## config.mk

```make
export PLATFORM = sky130hd
export DESIGN_NAME = spi_mem_arbiter
export DESIGN_NICKNAME = d
export VERILOG_FILES = /design/src/rtl/spi_mem_arbiter.sv
export SDC_FILE = /design/constraint.sdc
export NUM_CORES = 1
export LEC_CHECK = 0
export CORE_MARGIN = 1.5
export CORE_UTILIZATION = 50
export DETAILED_ROUTE_END_ITERATION = 12
export PLACE_DENSITY = 0.88
export SYNTH_ARGS = -nofsm -noshare
export SYNTH_HDL_FRONTEND = slang
export SYNTH_SLANG_ARGS = --single-unit
```

## constraint.sdc

```tcl
create_clock -name clk -period 4.57 [get_ports clk]
set_clock_uncertainty 0.2 [all_clocks]
set_input_delay 0.457 -clock clk [delete_from_list [all_inputs] [get_ports clk]]
set_output_delay 0.457 -clock clk [all_outputs]
set_load 0.02 [all_outputs]
```

## src/rtl/spi_mem_arbiter.sv

```systemverilog
// spi_mem_arbiter: two-requester round-robin arbiter in front of a 16-bit-frame SPI memory master
module spi_mem_arbiter #(
   parameter int CLKDIV = 2,
   parameter int GAP = 2
) (
   input  logic        clk,
   input  logic        rst_n,
   input  logic [1:0]  req_valid,
   output logic [1:0]  req_ready,
   input  logic [1:0]  req_rw,
   input  logic [13:0] req_addr,
   input  logic [15:0] req_wdata,
   output logic        rsp_valid,
   output logic        rsp_id,
   output logic [7:0]  rsp_rdata,
   output logic        busy,
   output logic        sclk_pin,
   output logic        cs_pin,
   output logic        mosi_pin,
   input  logic        miso_pin
);
   localparam int CW = $clog2(GAP * CLKDIV + CLKDIV + 1);
   localparam logic [CW-1:0] DIV_END = CW'(CLKDIV - 1);
   localparam logic [CW-1:0] GAP_END = CW'(GAP * CLKDIV - 1);

   typedef enum logic [2:0] {ST_IDLE, ST_SETUP, ST_SHIFT, ST_HOLD, ST_GAP} state_t;

   state_t        state, state_nx;
   logic [CW-1:0] cnt;
   logic [4:0]    half;
   logic [15:0]   sreg;
   logic [7:0]    rdata;
   logic          last, id, rw, win, tick, accept;

   assign win    = &req_valid ? ~last : req_valid[1];
   assign accept = |req_ready;
   assign tick   = cnt == DIV_END;

   // state register
   always_ff @(posedge clk or negedge rst_n)
      if (!rst_n) state <= ST_IDLE;
      else        state <= state_nx;

   // next-state: each phase ends when its clk-cycle counter expires
   always_comb begin
      state_nx = state;
      case (state)
         ST_IDLE:  state_nx = accept ? ST_SETUP : ST_IDLE;
         ST_SETUP: state_nx = tick ? ST_SHIFT : ST_SETUP;
         ST_SHIFT: state_nx = (tick && half == 5'd31) ? ST_HOLD : ST_SHIFT;
         ST_HOLD:  state_nx = tick ? ST_GAP : ST_HOLD;
         ST_GAP:   state_nx = (cnt == GAP_END) ? ST_IDLE : ST_GAP;
         default:  state_nx = ST_IDLE;
      endcase
   end

   // outputs decoded from state; sclk is high on even half-periods of SHIFT
   always_comb begin
      busy      = state != ST_IDLE;
      req_ready = (state == ST_IDLE && rst_n) ? (req_valid & (win ? 2'b10 : 2'b01)) : 2'b00;
      cs_pin    = !(state == ST_SETUP || state == ST_SHIFT || state == ST_HOLD);
      sclk_pin  = state == ST_SHIFT && !half[0];
      mosi_pin  = (state == ST_SETUP || state == ST_SHIFT) && sreg[15];
      rsp_valid = state == ST_GAP && cnt == '0;
      rsp_id    = id;
      rsp_rdata = (rsp_valid && rw) ? rdata : 8'h00;
   end

   // datapath: phase counter, half-period index, command capture, tx/rx shifters
   always_ff @(posedge clk or negedge rst_n)
      if (!rst_n) begin
         cnt   <= '0;
         half  <= '0;
         sreg  <= '0;
         rdata <= '0;
         last  <= 1'b1;
         id    <= 1'b0;
         rw    <= 1'b0;
      end else begin
         cnt  <= (state_nx != state || (state == ST_SHIFT && tick)) ? '0 : cnt + 1'b1;
         half <= state != ST_SHIFT ? 5'd0 : (tick ? half + 5'd1 : half);
         if (accept) begin
            id   <= win;
            last <= win;
            rw   <= req_rw[win];
            sreg <= {win ? req_addr[13:7] : req_addr[6:0], req_rw[win],
                     req_rw[win] ? 8'h00 : (win ? req_wdata[15:8] : req_wdata[7:0])};
         end else if (state == ST_SHIFT && tick && !half[0])
            sreg <= {sreg[14:0], 1'b0};
         if (tick && (state == ST_SETUP || (state == ST_SHIFT && half[0] && half != 5'd31)))
            rdata <= {rdata[6:0], miso_pin};
      end
endmodule

```

==> results of run 1 <==
-- sequential cells by signal, indices dropped and copies added, names as in the netlist --
signal  count
sreg       16
rdata       8
half        5
cnt         3
state       3
last        1
rsp_id      1
rw          1
-- report_power, final --
part | switching (mW) | leakage (nW) | total, mW | internal [mW]
sequential | 0.00559 | 0.467 | 0.350 | 0.344
combinational | 0.0232 | 0.644 | 0.0616 | 0.0384
clock | 0.111 | 0.0482 | 0.232 | 0.122
total | 0.140 | 1.16 | 0.644 | 0.504
-- critical path: stages (launching register included) --
cell,delay (ns)
dfrtp_1,0.53
nor2_1,0.21
nand2_1,0.10
nor3b_2,0.43
and3_1,0.24
clkdlybuf4s50_1,0.62
-- routing by layer --
metal  routed length [um]  GRT usage  vias up
met3                  222    0.04333        7
met2                 2246     0.3911       50
li1                     -          -      836
met5                    0          0        -
met4                   62    0.08673        0
met1                 1938     0.2613      854
-- through the flow --
step	power, mW	hold WS [ns]	utilization	instances	cell area, um2
2_1_floorplan	0.3734	-0.03859	-	206	2077
3_3_place_gp	0.4173	0.2739	0.6462	296	2585
3_5_place_dp	0.4183	0.2847	0.6462	296	2585
4_1_cts	0.6516	0.05414	0.6691	304	2676
5_1_grt	0.6715	0.07761	0.6691	304	2676
6_report	0.6438	0.04580	0.6691	304	2676
-- path summary, 6_finish.rpt --
path | from | end | slack (ns) | cells past startpoint
min | rst_n | sreg[8] | 0.05 | 2
max reg2reg | state[1] | sreg[5] | 2.25 | 5
min reg2reg | sreg[10] | sreg[10] | 0.30 | 2
max | state[1] | rsp_rdata[2] | 1.50 | 5
min in group clk | sreg[10] | sreg[10] | 0.30 | 2
max in group asynchronous | rst_n | last | 3.79 | 2
-- area by class of cell --
| cell class | count | area (um2) |
|---|---|---|
| flip-flops and latches | 38 | 952.2 |
| clock buffers | 7 | 86.33 |
| well taps | 50 | 62.56 |
| repair buffers | 55 | 538.0 |
| fillers | 314 | 1324 |
| clock inverters | 1 | 5.005 |
| inverters | 5 | 18.77 |
| multi-input cells | 148 | 1013 |
-- kinds of logic (layout without fill, tap and decap cells) --
kind of cell               after synthesis  after routing  synth area share
and+or+nand+nor                         85             85            0.2379
AOI/OAI and AO/OA                       43             43            0.1446
DFF                                     38             38            0.4584
buffers and inverters                   20             68           0.05362
muxes                                    9              9           0.04819
adders and majority gates                6              6           0.03614
xor gates and xnor gates                 5              5           0.02109
-- layout by cell type, fill, tap and decap left out, types with 2 or more instances in the layout --
master           synthesis  layout
and3_1                  10      10
nor2b_1                  2       2
mux2_2                   8       8
a311oi_1                 7       7
clkbuf_8                 0       6
nand2_1                 25      25
a21oi_1                 14      14
a31oi_1                  4       4
nor3b_1                 10      10
a222oi_1                 6       6
o21ai_1                  2       2
ha_1                     6       6
inv_1                    5       5
or2_2                    2       2
clkdlybuf4s50_1          0      51
dfrtp_1                 37      37
nand3_1                  4       4
a22oi_1                  2       2
nand3_2                  3       3
nand2b_1                 3       3
o21ai_0                  2       2
buf_4                    1       3
xnor2_1                  2       2
xor2_1                   3       3
nor2_1                  18      18
==> metrics, run 1 <==
root buf cell=clkbuf_8; antenna cells=0; Worst-Margin Slew=around 0.86 ns; Core Region=4000 um2; final hold vios=0; cts hold-fix bufs=0; die area=between 4000 and 5000 um2; Worst setup EP type=output port; Max clock buf depth=2; Leak Pwr=1.160 nW; syn_nets=approximately 250; Netlist cell types=43; routed vias/inst=5.747; initial antenna violation count=0; YS warnings=0; final wirelength=~4.5 mm; count leader, synth=dfrtp_1; die width=67.45 um; worst vdd ir=171.6 uV; H-tree Lvls=2; CTS sink cnt=38; largest net degree at the start of global routing=39; final setup TNS=0 ns; EDFF count, synth=0; Yosys top cell area share=0.4458; asr flop ratio synth=1.000; unrepaired setup endpoints after global routing=false; Rows=23; Overflow after GRT=0; layout cells sized above 1=0.1220; I/O pin cnt=53; Yosys top cell by area=dfrtp_1; Max Fanout on Critical Path=9; final setup fails=0; Worst Path Required=3.91 ns; PD cells=240.6 nW/um2; initial core utilization=0.5192; status=complete, no violations; register clock-pin slew on the reported worst setup and hold paths=0.07 ns; most common library cells after synthesis=dfrtp_1 (37), nand2_1 (25), nor2_1 (18), a21oi_1 (14); mapped cell area=2077 um2; synthesized instance count=just over 200; Final nets=296; post-CTS sizing=0; routability cong.=slightly above 0.8; final period utilization=0.6721; PortBufs=52; final worst slack=1.498 ns; WS Path Type=reg2out; Post-Syn Area per Cell=10.08 um2; gr usage total=0.2202; fmax=325.6 MHz; Hold WC Path Type=in2async; drt wl/cell=14.70 um; Via Count=1747; Worst setup SP type=flop; Area growth syn-to-layout=28.86%; Synth area leaders=dfrtp_1 (45%), nand2_1 (4.5%), mux2_2 (4.3%), ha_1 (3.6%), nor3b_1 (3.6%); CTS tree=built; total CTS buffers=5; DRC errors left=0; Max Cap Viol=0; Setup WS pre-CTS=1.724 ns; Antenna Nets Post-Route=0; number of global-route vias before repair=1749; drt initial violations=approximately 120; # Post-CTS Setup Buffers=0; sequential fraction of the synthesis area=0.4584; HPWL after DPL=3.130 mm; Rel. slew slack=0.4215; min cycle time layout=between 3 and 4 ns; first-pass GRT wire length=7.507 mm; register bit total from synthesis=38; Die H=67.45 um; number of max-slew violations in the final report=0; DR pass1 iterations=4; CP arrival=2.41 ns; later-pin clock latency in the skew report=0.29 ns; top_reg_cell synth=dfrtp_1
(Power assumes the default switching activity.)
==> run 2, diff against run 1 <==
--- a/config.mk
+++ b/config.mk
@@ -6,9 +6,9 @@
 export NUM_CORES = 1
 export LEC_CHECK = 0
 export CORE_MARGIN = 1.5
-export CORE_UTILIZATION = 50
+export CORE_UTILIZATION = 44
 export DETAILED_ROUTE_END_ITERATION = 12
-export PLACE_DENSITY = 0.88
+export PLACE_DENSITY = 0.83
 export SYNTH_ARGS = -nofsm -noshare
 export SYNTH_HDL_FRONTEND = slang
 export SYNTH_SLANG_ARGS = --single-unit
==> constraint.sdc (replaced) <==
create_clock -name clk -period 2.67 [get_ports clk]
set_clock_uncertainty 0.2 [all_clocks]
set_input_delay 0.267 -clock clk [delete_from_list [all_inputs] [get_ports clk]]
set_output_delay 0.267 -clock clk [all_outputs]
set_load 0.02 [all_outputs]
==> run 2 against run 1 <==
Compared with the run above: the run now ends with DRC left; register-to-register slack worse by 1.8 ns; total power up 86%; global-route usage down 2.5 points; sequential power up 71%; hold slack better by 0.25 ns; die area up 13%; first-iteration DRC count up 32%; clock-buffer cell count down 1; critical path depth unchanged; largest cell class unchanged; largest power group unchanged; highest routed layer unchanged.
==> metrics, run 2 (same netlist as run 1, synthesis figures left out) <==
Largest regs=sreg: 16 flops, rdata: 8 flops, half: 5 flops (unchanged); WS Path Type=reg2out (unchanged); Die H=71.71 um (was 67.45 um); share of total power in sequential cells=0.499 (was 0.543); largest stage delay on the critical path=0.59 ns (was 0.62 ns); number of global-route vias before repair=1663 (was 1749); register clock-pin slew on the reported worst setup and hold paths=0.07 ns (about the same); commonest non-fill, non-tap cell in the layout=clkdlybuf4s50_1 (unchanged); layout cells sized above 1=0.1494 (was 0.1220); Setup WS pre-CTS=0.2979 ns (was 1.724 ns); min-delay src=cnt[0]; number of max-slew violations in the final report=0 (unchanged); Hold WC Path Type=reg2reg (was in2async); later-pin clock latency in the skew report=0.29 ns (about the same); die area=5142 um2 (was 4550 um2); routed vias/inst=5.559 (was 5.747); worst vdd ir=291.2 uV (was 171.6 uV); Power Total=1.199 mW (was 643.8 uW); initial core utilization=0.4673 (was 0.5192); switching fraction of total power=0.2036 (was 0.2170); DRC errors left=3 (was 0); Power Internal=954.5 uW (was 504.1 uW); Max clock buf depth=2 (unchanged); final setup TNS=0 ns (unchanged); status=finished with violations (was complete, no violations); Cell Count, Final, Fillers Out=313 (was 304); failing checks=DRC; Worst Path Required=2.20 ns (was 3.91 ns); Comb power frac=0.089 (was 0.096); Overflow after GRT=0 (unchanged); sw power=244.1 uW (was 139.7 uW); fmax=between 300 and 400 MHz; Max Cap Viol=0 (unchanged); final period utilization=0.9550; I/O pin cnt=53 (unchanged); Leak Pwr=1.300 nW (was 1.160 nW); Min-Delay Endpoint=cnt[0]; R2R depth=6 (was 5); sequence of cells on the critical path=nor2_1 -> nand2_2 -> nor3b_4 -> and3_1 -> clkdlybuf4s50_1 (was nor2_1 -> nand2_1 -> nor3b_2 -> and3_1 -> clkdlybuf4s50_1); routability cong.=0.8004 (was 0.8107); Worst setup EP type=output port (unchanged); drt initial violations=164 (was 124); Final Core Density=0.6289 (was 0.6691); PD cells=428.8 nW/um2 (was 240.6 nW/um2); Crit path depth=5 (unchanged); Final nets=304 (was 296); gr usage total=0.1954 (was 0.2202); DP Area=2633 um2 (was 2585 um2); CP arrival=2.08 ns (was 2.41 ns); Area growth syn-to-layout=34.58% (was 28.86%); min cycle time layout=between 2 and 3 ns; Critical path buffers and inverters=1 (unchanged); HPWL after DPL=3.275 mm (was 3.130 mm); Via Count=1740 (was 1747); antenna cells=0 (unchanged); H-tree Lvls=2 (unchanged); Critical-path top delay cell=clkdlybuf4s50_1 (unchanged); Antenna Nets Post-Route=0 (unchanged); CP top delay family=simple AND/OR/NAND/NOR gates (unchanged); largest net degree at the start of global routing=39 (unchanged); Final Cell Area=2795 um2 (was 2676 um2); Rel. slew slack=0.6580 (was 0.4215); r2r setup slk=0.50 ns (was 2.25 ns); drt wl/cell=15.19 um (was 14.70 um); initial antenna violation count=0 (unchanged); reg-to-reg critical path endpoint=rdata[4] (was sreg[5]); largest register by flop count=sreg (unchanged); Hold WS=0.2966 ns (was 0.04580 ns); RR Startpoint=half[0] (was state[1]); Clk pwr share=0.411 (was 0.361); final hold vios=0 (unchanged); leading cell types in the layout, fill and taps excluded=clkdlybuf4s50_1 (46), dfrtp_1 (37), nand2_1 (24) (was clkdlybuf4s50_1 (51), dfrtp_1 (37), nand2_1 (25)); Worst setup SP type=flop (unchanged); root buf cell=clkbuf_8 (unchanged); final wirelength=4.754 mm (was 4.470 mm); max reg flops=16 (unchanged); CTS sink cnt=38 (unchanged); final setup fails=0 (unchanged); die width=71.71 um (was 67.45 um); placed cell count=304 (was 296); unrepaired setup endpoints after global routing=false (unchanged); PortBufs=52 (unchanged); final worst slack=0.1201 ns (was 1.498 ns); total CTS buffers=5 (unchanged); CTS tree=built (unchanged); Core Region=4444 um2 (was 4000 um2); hold depth=1; first-pass GRT wire length=7.893 mm (was 7.507 mm); Max Fanout on Critical Path=5 (was 9); Worst-Margin Slew=0.5119 ns (was 0.8613 ns); Rows=24 (was 23); DR pass1 iterations=8 (was 4)
## run 2: cell type report
cell class	count	area (um2)
flip-flops and latches	38	952.2
multi-input cells	149	1041
well taps	52	65.06
repair buffers	62	605.6
clock inverters	1	30.03
clock buffers	6	82.58
inverters	5	18.77
fillers	372	1649
## run 2: how the worst max path moves through the flow
| stage | startpoint | endpoint |
|---|---|---|
| 4_1_cts | state[0] | rsp_rdata[1] |
| 2_1_floorplan | state[2] | rsp_rdata[0] |
| 3_5_place_dp | state[0] | rsp_rdata[1] |
| 6_report | state[0] | rsp_rdata[3] |
| 5_1_grt | state[0] | rsp_rdata[3] |
| 3_3_place_gp | state[0] | rsp_rdata[7] |
## run 2: worst register-to-register path, cell delays in order (launching register included)
cell and delay (ns):
dfrtp_1 0.51, ha_1 0.22, and3_1 0.16, ha_1 0.16
nor3b_1 0.06, o21ai_2 0.35, mux2_2 0.40
## run 2: metal layers
metal | vias up | global-route usage | part of all wire
li1 | 855 | - | -
met1 | 836 | 0.2720 | 0.47
met5 | - | 0 | 0
met3 | 7 | 0.03657 | 0.041
met4 | 0 | 0.06080 | 0.012
met2 | 42 | 0.3107 | 0.48
## run 2: power by group through the flow
stage | registers [mW] | logic, mW | clock network, mW
6_report | 0.599 | 0.107 | 0.493
5_1_grt | 0.601 | 0.117 | 0.528
4_1_cts | 0.599 | 0.108 | 0.499
3_5_place_dp | 0.610 | 0.106 | 0
3_3_place_gp | 0.609 | 0.105 | 0
2_1_floorplan | 0.608 | 0.0315 | 0
## run 2: repair_timing
action / CTS / global route
endpoints found under the hold margin: 37 / 0
hold buffers: 1 / 0
gates cloned: 0 / 1
resized for setup: 1 / 7
buffers inserted: 0 / 0
pin swaps: 0 / 2
setup endpoints to repair: 7 / 8
==> edit 1, RTL diff (config.mk and constraints of run 1) <==
`CLKDIV`: 2 -> 1.
--- a/src/rtl/spi_mem_arbiter.sv
+++ b/src/rtl/spi_mem_arbiter.sv
@@ -1,6 +1,6 @@
 // spi_mem_arbiter: two-requester round-robin arbiter in front of a 16-bit-frame SPI memory master
 module spi_mem_arbiter #(
-   parameter int CLKDIV = 2,
+   parameter int CLKDIV = 1,
    parameter int GAP = 2
 ) (
    input  logic        clk,
Check against the original RTL: not equivalent (Yosys sat finds a counterexample within 4 cycles, from zero or initial values and one cycle with rst_n low).
==> edit 1 against run 1 <==
Cell area increased by 5.8%. Highest routed layer unchanged. Critical endpoint is now req_ready[1]. Routed wire length increased by 12%. Synthesized area is 7.2% higher. Sequential cell count shrank 1. Setup slack got worse by 0.32 ns.
Power is not compared: it rests on default switching activity, and its combinational part moved more than twofold at a synthesized area within 25%.
==> edit 1: results (changes against run 1) <==
status - completed (unchanged)
clk_lat worst skew - 0.28 ns
layout cell share with drive strength beyond 1 - 0.100 (was 0.122)
ANT cells - 0 (unchanged)
hold path cells - 1
htree depth - 2 (unchanged)
r2r worst-path depth - 6 (was 5)
CTS Buffer Depth - 2 (unchanged)
r2r startpoint - half[0]$_DFFE_PN0P_ (was state[1]$_DFF_PN0_)
hold wc startpoint - cnt[0]$_DFF_PN0_
Worst EP arrival - 2.74 ns (was 2.41 ns)
pre-CTS setup slack - 1.70 ns (was 1.72 ns)
Crit Path Max Fanout - 9 (unchanged)
Mapped Nets - 264 (was 249)
Nets - 309 (was 296)
worst min-delay path class - register to register (was input port to asynchronous set/reset pin)
Slew @ Worst Pin - 1.07 ns (was 0.861 ns)
async set or reset register ratio after synthesis - 1.00 (unchanged)
routability congestion estimate - 0.773 (was 0.811)
worst ir drop on vdd - 389 uV
Remaining Overflow, GRT - 0 (unchanged)
largest net degree at the start of global routing - 37 (was 39)
dpl hpwl - 3390 um (was 3130 um)
Seq/Total Area, Yosys - 0.417 (was 0.458)
GR Util All Layers - 0.212 (was 0.220)
first-pass GRT wire length - 8420 um (was 7510 um)
CP Launch Point - rst_n (was state[1]$_DFF_PN0_)
first-pass iteration count of the detailed router - 5 (was 4)
largest cells by area after synthesis - dfrtp_1 40%, nand3b_1 6.7%, nor2b_1 4.2%, mux2_2 4.0%, nand4_1 3.7% (was dfrtp_1 45%, nand2_1 4.5%, mux2_2 4.3%, ha_1 3.6%, nor3b_1 3.6%)
vias per cell - 6.00 (was 5.75)
PortBufs - 52 (unchanged)
vias in the first global route - 1896 (was 1749)
Synth cell types - 44 (was 43)
drt wl/cell - 15.6 um (was 14.7 um)
synthesis warning total - 0 (unchanged)
drt first-iter violations - 111 (was 124)
Post-synth top cells - 36 x dfrtp_1, 20 x nand3b_1, 15 x nor2b_1 (was 37 x dfrtp_1, 25 x nand2_1, 18 x nor2_1)
[edit 1: changes by cell type in the layout (fill, tap and decap cells not counted), moves of 10 or more]
cell / change
nor2b_1: +13
nand4_1: +12
nand2_1: -18
o21ai_0: +10
nand3b_1: +20
a21oi_1: -11
[edit 1: final timing paths]
check	to	slack, ns
worst max-delay path	req_ready[1]	1.18
worst min-delay path	cnt[0]$_DFF_PN0_	0.28
worst max register to register	rdata[1]$_DFFE_PN0P_	1.76
worst min register to register	cnt[0]$_DFF_PN0_	0.28
max in group asynchronous	last$_DFFE_PN1N_	3.18
min in group asynchronous	state[0]$_DFF_PN0_	0.33
[edit 1: cell families (layout without fill, tap and decap cells)]
logic type,Yosys count,after routing,share of synthesized area
mux,13,13,0.0630
buf+inv,21,67,0.0467
compound gates,47,47,0.155
xor+xnor,4,4,0.0157
simple gates,97,97,0.281
flops,37,37,0.417
fa+ha+maj,4,4,0.0225
[edit 1: metrics by stage]
step	instances	cell area, um^2	hold slack [ns]
floorplan	223	2230	-0.0386
global placement	312	2730	0.0824
detailed placement	312	2730	0.0829
CTS	321	2830	0.282
global route	321	2830	0.288
finish	321	2830	0.276
[edit 1: what timing repair did]
item / CTS / global route
hold endpoints to repair: 4 / 0
gates resized for setup: 0 / 0
hold buffers: 1 / 0
[edit 1: final cells by class]
| cell class | count | area, um^2 |
|---|---|---|
| well taps | 52 | 65.1 |
| fillers | 372 | 1490 |
| multi-input cells | 165 | 1190 |
| clock buffers | 8 | 90.1 |
| inverters | 4 | 15.0 |
| repair buffers | 55 | 541 |
| flip-flops and latches | 37 | 927 |
[edit 1: metal layers]
metal / track usage / share of wire
met1: 0.285 / 0.45
met2: 0.348 / 0.49
met3: 0.0349 / 0.057
met4: 0.0769 / 0.010
met5: 0 / 0
[edit 1: critical path: stages]
cell             delay, ns
dlygate4sd3_1         0.53
buf_2                 0.18
or4b_1                0.71
nor2_2                0.24
clkdlybuf4s50_1       0.63
[edit 1: power breakdown]
group	internal, uW	switching, uW	leakage [uW]	total (uW)
registers	476	140	0.000460	617
logic	353	385	0.000631	738
clock network	123	108	0.0000455	231
==> edit 2, RTL diff (settings of run 1) <==
Made on the original files. Reset style: synchronous (`rst_n`), changed in 2 clocked blocks.
--- a/src/rtl/spi_mem_arbiter.sv
+++ b/src/rtl/spi_mem_arbiter.sv
@@ -37,7 +37,7 @@
    assign tick   = cnt == DIV_END;
 
    // state register
-   always_ff @(posedge clk or negedge rst_n)
+   always_ff @(posedge clk)
       if (!rst_n) state <= ST_IDLE;
       else        state <= state_nx;
 
@@ -67,7 +67,7 @@
    end
 
    // datapath: phase counter, half-period index, command capture, tx/rx shifters
-   always_ff @(posedge clk or negedge rst_n)
+   always_ff @(posedge clk)
       if (!rst_n) begin
          cnt   <= '0;
          half  <= '0;
Behaviour: differs if rst_n is asserted again (counterexample within 4 cycles, from zero or initial values and one cycle with rst_n low); with rst_n held inactive, the same outputs for 10 cycles.
==> edit 2 against run 1 <==
Sequential cell count did not move. Routed wire length is 6.6% higher. Cell area is 1.7% lower. Setup slack worse by 0.18 ns. Via count increased by 5.7%. Non-clock buffer count is 1 lower. Synthesized area decreased by 3.4%. Core utilization grew 3.4 points.
Power is not compared: it rests on default switching activity, and its combinational part moved more than twofold at a synthesized area within 25%.
==> edit 2: results (changes against run 1) <==
Tcrit/Tclk final - 0.711 (was 0.672)
first-pass GRT wire length - 7810 um (was 7510 um)
Crit Path Max Fanout - 40 (was 9)
pre-CTS setup slack - 1.35 ns (was 1.72 ns)
count of plain and timing-repair buffers - 54 (was 55)
sequential cell count - 38 (unchanged)
status - completed (unchanged)
area share of the largest cell type after synthesis - 0.379 (was 0.446)
Hold WS - 0.261 ns (was 0.0458 ns)
Worst EP arrival - 2.59 ns (was 2.41 ns)
syn avg cell area - 8.69 um^2 (was 10.1 um^2)
Slowest cell on crit path - clkdlybuf4s50_1 (unchanged)
routability congestion estimate - 0.833 (was 0.811)
drt wl/cell - 14.7 um (about the same)
Post-synth top cells - 38 x dfxtp_1, 24 x nand2_1, 22 x and3_1 (was 37 x dfrtp_1, 25 x nand2_1, 18 x nor2_1)
Clock buf/inv share - 0.0414 (was 0.0341)
Seq/Total Area, Yosys - 0.379 (was 0.458)
Signal inverters - 6 (was 5)
vias per cell - 5.70 (was 5.75)
Seq/total area - 0.289 (was 0.356)
Critical Path End - req_ready[0] (was rsp_rdata[2])
Worst path top cell family by delay - buffers and inverters (was simple AND/OR/NAND/NOR gates)
M2 GR Usage - 0.366 (was 0.391)
drt first-iter violations - 111 (was 124)
largest cells by area after synthesis - dfxtp_1 38%, and3_1 6.9%, nand2_1 4.5%, o221ai_1 4.4%, a21oi_1 4.0% (was dfrtp_1 45%, nand2_1 4.5%, mux2_2 4.3%, ha_1 3.6%, nor3b_1 3.6%)
Cell Area, Placed - 2520 um^2 (was 2580 um^2)
r2r setup slk - 1.96 ns (was 2.25 ns)
CP Launch Point - rst_n (was state[1]$_DFF_PN0_)
area occupied by multi-input gates - 1140 um^2 (was 1010 um^2)
async set or reset register ratio after synthesis - 0 (was 1.00)
r2r startpoint - cnt[0]$_SDFF_PP0_ (was state[1]$_DFF_PN0_)
worst min-delay path class - register to register (was input port to asynchronous set/reset pin)
GR Util All Layers - 0.230 (was 0.220)
Die ar. - 4400 um^2 (was 4550 um^2)
Synth cell types - 45 (was 43)
routed via count - 1846 (was 1747)
largest net degree at the start of global routing - 41 (was 39)
multi-input logic cell count - 170 (was 148)
Nets - 318 (was 296)
Mapped Nets - 274 (was 249)
vias in the first global route - 1706 (was 1749)
ANT cells - 0 (unchanged)
R2R Path End - sreg[14]$_SDFFE_PN0P_ (was sreg[5]$_DFFE_PN0P_)
layout cell share with drive strength beyond 1 - 0.0797 (was 0.122)
Reg power frac - 0.460
global routing usage on met3 - 0.0511 (was 0.0433)
Slew @ Worst Pin - 0.708 ns (was 0.861 ns)
-- edit 2: cell families after synthesis --
kind of cell / Yosys count / share of synthesized area
AND/OR/NAND/NOR: 105 / 0.298
adder cells (fa/ha/maj): 6 / 0.0374
buffers and inverters: 23 / 0.0511
AO/OA/AOI/OAI: 45 / 0.165
flip-flops: 38 / 0.379
XOR/XNOR: 5 / 0.0218
multiplexers: 9 / 0.0474
-- edit 2: worst reg2reg max path, delay by kind of cell (launching register included) --
| family | cells | cell delay, ns |
|---|---|---|
| AND/OR/NAND/NOR | 3 | 1.51 |
| adder cells (fa/ha/maj) | 1 | 0.19 |
| AO/OA/AOI/OAI | 1 | 0.17 |
| flip-flops | 1 | 0.38 |
-- edit 2: metal layers --
layer / wire length, um / part of all wire
met1: 2130 / 0.45
met2: 2350 / 0.49
met4: 73 / 0.015
met5: 0 / 0
met3: 213 / 0.045
